===== src/rtl/rst_seq.sv =====
// Reset sequencer: decodes PLL lock, board reset, PU warm-reset request and
// the software cold/warm/poweroff codes into per-domain active-high resets.
// After a hold period, domains are released one at a time in index order.
module rst_seq #(
  parameter int DOMCNT    = 4,
  parameter int CNTRBITSZ = 8,
  parameter int HOLDCNT   = 15,
  parameter int GAPCNT    = 3
) (
  input  logic              clk_i,
  input  logic              rst_n_i,
  input  logic              locked_i,
  input  logic              swrst0_i,
  input  logic              swrst1_i,
  input  logic              hwrst_i,
  input  logic [DOMCNT-1:0] warmmask_i,
  output logic [DOMCNT-1:0] rst_o,
  output logic              gsr_o,
  output logic              pwroff_o,
  output logic              busy_o
);

  localparam int IDXW = (DOMCNT > 1) ? $clog2(DOMCNT) : 1;

  localparam logic [1:0] ST_HOLD   = 2'd0;
  localparam logic [1:0] ST_REL    = 2'd1;
  localparam logic [1:0] ST_RUN    = 2'd2;
  localparam logic [1:0] ST_PWROFF = 2'd3;

  localparam logic [CNTRBITSZ-1:0] HOLD_LD = CNTRBITSZ'(HOLDCNT);
  localparam logic [CNTRBITSZ-1:0] GAP_LD  = CNTRBITSZ'(GAPCNT);
  localparam logic [IDXW-1:0]      IDX_ONE = IDXW'(1);
  localparam logic [IDXW-1:0]      IDX_LST = IDXW'(DOMCNT - 1);
  // The first release after the hold goes straight to RUN for a single domain.
  localparam logic [1:0]           ST_AFTER_HOLD = (DOMCNT == 1) ? ST_RUN : ST_REL;

  logic [1:0]           r_state;
  logic [CNTRBITSZ-1:0] r_cntr;
  logic [IDXW-1:0]      r_idx;
  logic [DOMCNT-1:0]    r_rst;
  logic                 r_gsr;
  logic                 r_pwroff;

  logic w_cold, w_warm, w_pwroff;

  // Software/hardware request decode.
  always_comb begin
    w_cold   = swrst0_i & swrst1_i;
    w_warm   = (~swrst0_i & swrst1_i) | hwrst_i;
    w_pwroff = swrst0_i & ~swrst1_i;
  end

  // Sequencer: prioritised event handling, then hold/release counting.
  always_ff @(posedge clk_i) begin
    if (!rst_n_i) begin
      r_state  <= ST_HOLD;
      r_cntr   <= HOLD_LD;
      r_idx    <= '0;
      r_rst    <= '1;
      r_gsr    <= 1'b0;
      r_pwroff <= 1'b0;
    end else begin
      r_gsr <= 1'b0;
      if (w_cold && r_state != ST_PWROFF) begin
        r_gsr   <= 1'b1;
        r_state <= ST_HOLD;
        r_cntr  <= HOLD_LD;
        r_idx   <= '0;
        r_rst   <= '1;
      end else if (w_pwroff) begin
        r_state  <= ST_PWROFF;
        r_rst    <= '1;
        r_pwroff <= 1'b1;
      end else if (r_state == ST_PWROFF) begin
        // Latched until board reset; lock, cold and warm are ignored here.
        r_rst <= '1;
      end else if (!locked_i) begin
        r_state <= ST_HOLD;
        r_cntr  <= HOLD_LD;
        r_idx   <= '0;
        r_rst   <= '1;
      end else if (w_warm) begin
        // Only masked domains are re-reset; others keep running.
        r_state <= ST_HOLD;
        r_cntr  <= HOLD_LD;
        r_idx   <= '0;
        r_rst   <= r_rst | warmmask_i;
      end else begin
        case (r_state)
          ST_HOLD: begin
            if (r_cntr != '0) begin
              r_cntr <= r_cntr - 1'b1;
            end else begin
              r_rst[0] <= 1'b0;
              r_idx    <= IDX_ONE;
              r_cntr   <= GAP_LD;
              r_state  <= ST_AFTER_HOLD;
            end
          end
          ST_REL: begin
            if (r_cntr != '0) begin
              r_cntr <= r_cntr - 1'b1;
            end else begin
              r_rst[r_idx] <= 1'b0;
              r_cntr       <= GAP_LD;
              r_idx        <= r_idx + 1'b1;
              if (r_idx == IDX_LST) r_state <= ST_RUN;
            end
          end
          default: ;
        endcase
      end
    end
  end

  // Outputs straight from registers; busy is combinational on state.
  always_comb begin
    rst_o    = r_rst;
    gsr_o    = r_gsr;
    pwroff_o = r_pwroff;
    busy_o   = (r_state != ST_RUN);
  end

endmodule


===== config.mk =====
export PLATFORM = sky130hd
export DESIGN_NAME = rst_seq
export DESIGN_NICKNAME = d
export VERILOG_FILES = /design/src/rtl/rst_seq.sv
export SDC_FILE = /design/constraint.sdc
export NUM_CORES = 1
export LEC_CHECK = 0
export CORE_AREA = 3 3 49 51
export DETAILED_ROUTE_END_ITERATION = 12
export DIE_AREA = 0 0 52 54
export GPL_TIMING_DRIVEN = 0
export HOLD_SLACK_MARGIN = 0.12
export PLACE_DENSITY = 0.74
export SETUP_SLACK_MARGIN = 0.2
export SLEW_MARGIN = 20
export SYNTH_ARGS = -nofsm -noshare
export SYNTH_HDL_FRONTEND = slang
export SYNTH_SLANG_ARGS = --single-unit

===== constraint.sdc =====
create_clock -name clk_i -period 2.25 [get_ports clk_i]
set_input_delay 0.225 -clock clk_i [delete_from_list [all_inputs] [get_ports clk_i]]
set_output_delay 0.225 -clock clk_i [all_outputs]
set_load 0.005 [all_outputs]

# == Word-level counts from Yosys, hierarchy flattened ==
# Index checks and enable logic that the tools add are counted.
# word_totals
ramBits,0
memories,0
register_bits,18
mem_bits_ro,0
inputBits,10
out_inout_bits,7
wordCells,81
latch_bits,0
# classes
n_mux,24
div,0
n_addsub,2
mul,0
reduce_logical,15
n_lt_le_gt_ge,2
n_eq_ne,17
n_shift,0
bitwise,14
# op_table
op,n
$mux W8,4
$mux W2,10
$ne A5 B5 Y1 const B,3
$reduce_and A5 Y1,2
$mux W4,2
$ne A2 B2 Y1 const B,4
$ne A4 B4 Y1 const B,2
$pmux W2 S2,2
$reduce_bool A8 Y1,1
$sub A8 B1 Y8 const B,1
$not A1 Y1,7
$ne A3 B3 Y1 const B,2
$reduce_and A3 Y1,2
$ne A5 B1 Y1 const B,1
$reduce_or A5 Y1,1
$and A4 B4 Y4,1
$eq A2 B2 Y1 const B,2
$ne A4 B1 Y1 const B,1
$not A4 Y4,1
$or A4 B4 Y4,1
$reduce_and A2 Y1,2
$reduce_or A2 Y1,2
$and A1 B1 Y1,3
$lt A2 B3 Y1 const B,1
13 further kinds,16

# == Logic depth before layout (Yosys ltp) ==
# depth
depth_word,9
ltp_mapped,6
depth_no_buf,6

# == Worst setup path after synthesis ==
# Ideal clock, no wire load.
# synth_timing
path_kind,reg-to-reg
from,register r_cntr[0]
to,register r_cntr[2]
path_buffers,0
path_stages_with_launch,7
setup_ns,0.122
period_less_slack_ns,1.650
arrival_ns,1.529
path_slack_ns,0.600
required_ns,2.128
cell_sequence,dfxtp_1 inv_1 ha_1 or4b_4 nor2_2 o21ai_1 a221o_1
# synth_via
elab_chain_cells,5
elab_cells_between_ends,6
cone_classes,add/sub: 1; mux: 4; reduce/logical: 1
# synth_lines
item,line,text
start: declaration,38,logic [CNTRBITSZ-1:0] r_cntr;
start signal: assignment,92,r_cntr <= r_cntr - 1'b1;
start signal: assignment,102,r_cntr <= r_cntr - 1'b1;
$sub A8 B1 Y8 or $reduce_bool A8 Y1 (tied branches),n/a,
$mux W8 *,"91, 101",
$mux W8 *,n/a,
$mux W8 *,82,end else if (w_warm) begin
$mux W8 *,77,end else if (!locked_i) begin
# Mark *: on every way between the ends. The rest lies on a longest branch, timed or not. The select of a mux whose other input is x is not followed.
# A chain may end at the register's enable or synchronous reset.

# == Worst setup path after layout ==
# Ends and elaborated chain as after synthesis.

==> metrics.yaml <==
finish:
  drive_above_1_share_pct: 8.15
  finalNonFillerCells: 162
  syn2layout_area_growth_pct: 23.5
  post-route-util_pct: 62.6
  design_area_mm2: 0.00124
  final_net_count: 152
  insertedDiodeCount: 0
  layout_commonest_cell: "dfxtp_1"
  layout_common_cells: "dfxtp_1, clkdlybuf4s50_1, nand2_1, a21oi_1"
min_path:
  hp-class: "reg2reg"
critical_path:
  crit_chain: "inv_1 > ha_1 > or4b_4 > nor2_2 > o21ai_1 > a221o_1"
  worstPathRequired_ns: 2.44
  path_max_fanout: 4
  start_kind: "flop"
  worstPathArrival_ns: 2.01
  cp_top_family: "simple AND/OR/NAND/NOR gates"
  cpMaxStageDelayCell: "or4b_4"
  critPathKind: "reg2reg"
  path_buf_inv: 1
  endpoint_kind: "flop"
  critPathMaxStageDelay_ns: 0.47
clocking:
  clk_pin_slew_ns: 0.10
  numCtsBuffers: 3
  h-tree-depth: 1
  clk_latency_ns: 0.29
  clk_path_buf_depth: 2
  cts_hold_buf: 0
  numClockSinks: 18
  cts_tree: "yes"
  root_buffer: "clkbuf_4"
global_route:
  antenna_found_initial: 0
  grt_pass1_wl_um: 3670
  grt_pass1_vias: 861
  grt_remaining_overflow: 0
  grt_max_degree: 11
  grt_use_total_pct: 17.7
synthesis:
  avgSynthCellArea_um2: 8.74
  syn-cell-area_mm2: 0.00100
  ys_warn_count: 0
  synth.distinct_cells: 42
  synthFlopType: "dfxtp_1"
  synth_seq_cells: 18
  ys_async_sr_fraction_pct: 0
  synth-edff-count: 0
  syn_inst: 115
  seq_area_frac_synth_pct: 35.9
  syn-num-nets: 131
power:
  power_density_mw_per_mm2: 478
  ir_worst_vdd_uv: 392
  p_leak_nw: 0.422
sta:
  rsz0062_at_grt: "no"
  slew_viol_final: 0
  finClkSkew_ns: 0.00184
  setup_tns_ns: 0
  setup_violations: 0
  fmax_ghz: 0.549
  maxSlewHeadroom_pct: 61.6
  period_share_pct: 81.0
  fin_crit_ns: 1.82
  tightest_slew_ns: 0.573
  finalHoldViolations: 0
floorplan:
  start_util_pct: 50.7
  rows: 16
  ioPinCount: 17
  dieHeight_um: 54
  core_mm2: 0.00198
  die_x_um: 52
  die_area_mm2: 0.00281
placement:
  place_area_mm2: 0.00120
  place_inst: 158
  place_congestion: 0.777
  dp_hpwl_um: 1740
  portBuffers: 16
drt:
  drt_iter0_markers: 14
  vias: 958
  drt_pre_antenna_iters: 7
  wl_per_cell_um: 14.0
  drt-total-wl_um: 2270
  vias_per_cell: 5.91
  antenna_left: 0
  drc_errors: 0
run_status:
  status: "finished clean"
job:
  drv_cap: 0
[cells by family (layout without fill, tap and decap cells)]
| kind of cell | Yosys count | after routing | synth area share (%) |
|---|---|---|---|
| xor gates and xnor gates | 1 | 1 | 0.872 |
| DFF | 18 | 18 | 35.9 |
| adders and majority gates | 6 | 6 | 7.47 |
| and+or+nand+nor | 50 | 50 | 31.8 |
| buffers and inverters | 7 | 27 | 2.62 |
| AOI/OAI and AO/OA | 33 | 33 | 21.4 |
[flip-flops by register name, indices dropped and copies added (netlist names)]
signal,flops
gsr_o,1
pwroff_o,1
r_cntr,8
r_idx,2
r_state,2
rst_o,4
[cell type report]
cell class	count	area (µm²)
Buffer	2	7.51
Clock buffer	4	36.3
Fill cell	186	741
Inverter	5	18.8
Multi-Input combinational cell	90	624
Sequential cell	18	360
Tap cell	27	33.8
Timing Repair Buffer	16	160
[per-layer routing]
metal / up-vias / GRT usage (%) / wire length (µm)
li1: 476 / - / -
met3: 4 / 6.09 / 141
met5: - / 0 / 0
met2: 27 / 30.3 / 1090
met1: 451 / 21.7 / 1020
met4: 0 / 2.62 / 13
[metrics by stage]
step | hold WS (ns) | setup slack [ns] | total power (W)
5_1_grt | 0.499 | 0.330 | 0.000620
3_5_place_dp | 0.456 | 0.222 | 0.000404
6_report | 0.476 | 0.428 | 0.000594
3_3_place_gp | 0.450 | 0.241 | 0.000403
2_1_floorplan | 0.343 | 0.600 | 0.000369
4_1_cts | 0.480 | 0.366 | 0.000598
[path summary, 6_finish.rpt]
path / from / slack (ns) / endpoint / depth (start not counted)
worst max-delay path: r_cntr[0] / 0.43 / r_cntr[2] / 6
worst min-delay path: pwroff_o / 0.48 / pwroff_o / 1
worst min register to register: pwroff_o / 0.48 / pwroff_o / 1
worst max register to register: r_cntr[0] / 0.43 / r_cntr[2] / 6
[worst register-to-register path: cells and delay by family, from the launching register on]
kind / cells / cell delay [ns]
and+or+nand+nor: 2 / 0.67
AOI/OAI and AO/OA: 2 / 0.46
DFF: 1 / 0.34
adders and majority gates: 1 / 0.16
buffers and inverters: 1 / 0.08
[synthesized netlist by cell type, types with 2 or more instances]
cell | count | area (µm²)
dfxtp_1 | 18 | 360
nand2_1 | 8 | 30.0
a21oi_1 | 7 | 35.0
ha_1 | 6 | 75.1
nand2b_1 | 6 | 37.5
inv_1 | 5 | 18.8
a211oi_1 | 4 | 30.0
a31oi_1 | 4 | 25.0
nand3_1 | 4 | 20.0
nor2_1 | 4 | 15.0
o21ai_1 | 4 | 20.0
o31ai_1 | 4 | 30.0
or4_1 | 4 | 30.0
nor3_1 | 3 | 15.0
clkbuf_1 | 2 | 7.51
nand4b_1 | 2 | 17.5
nor2b_1 | 2 | 12.5
o21a_1 | 2 | 15.0
o21ai_0 | 2 | 10.0
or3_1 | 2 | 12.5
[where the power goes]
group	switching (W)	internal [W]	total, W	leakage (nW)
clock network	0.0000972	0.0000986	0.000196	0.0210
registers	0.00000496	0.000323	0.000328	0.146
logic	0.0000348	0.0000346	0.0000694	0.254
[repair_timing]
| item | in CTS | in global routing |
|---|---|---|
| gates resized for setup | 0 | 1 |
| setup endpoints to repair | 0 | 2 |
| buffers inserted | 0 | 0 |
Note: power is estimated with default switching activity, not from simulation.
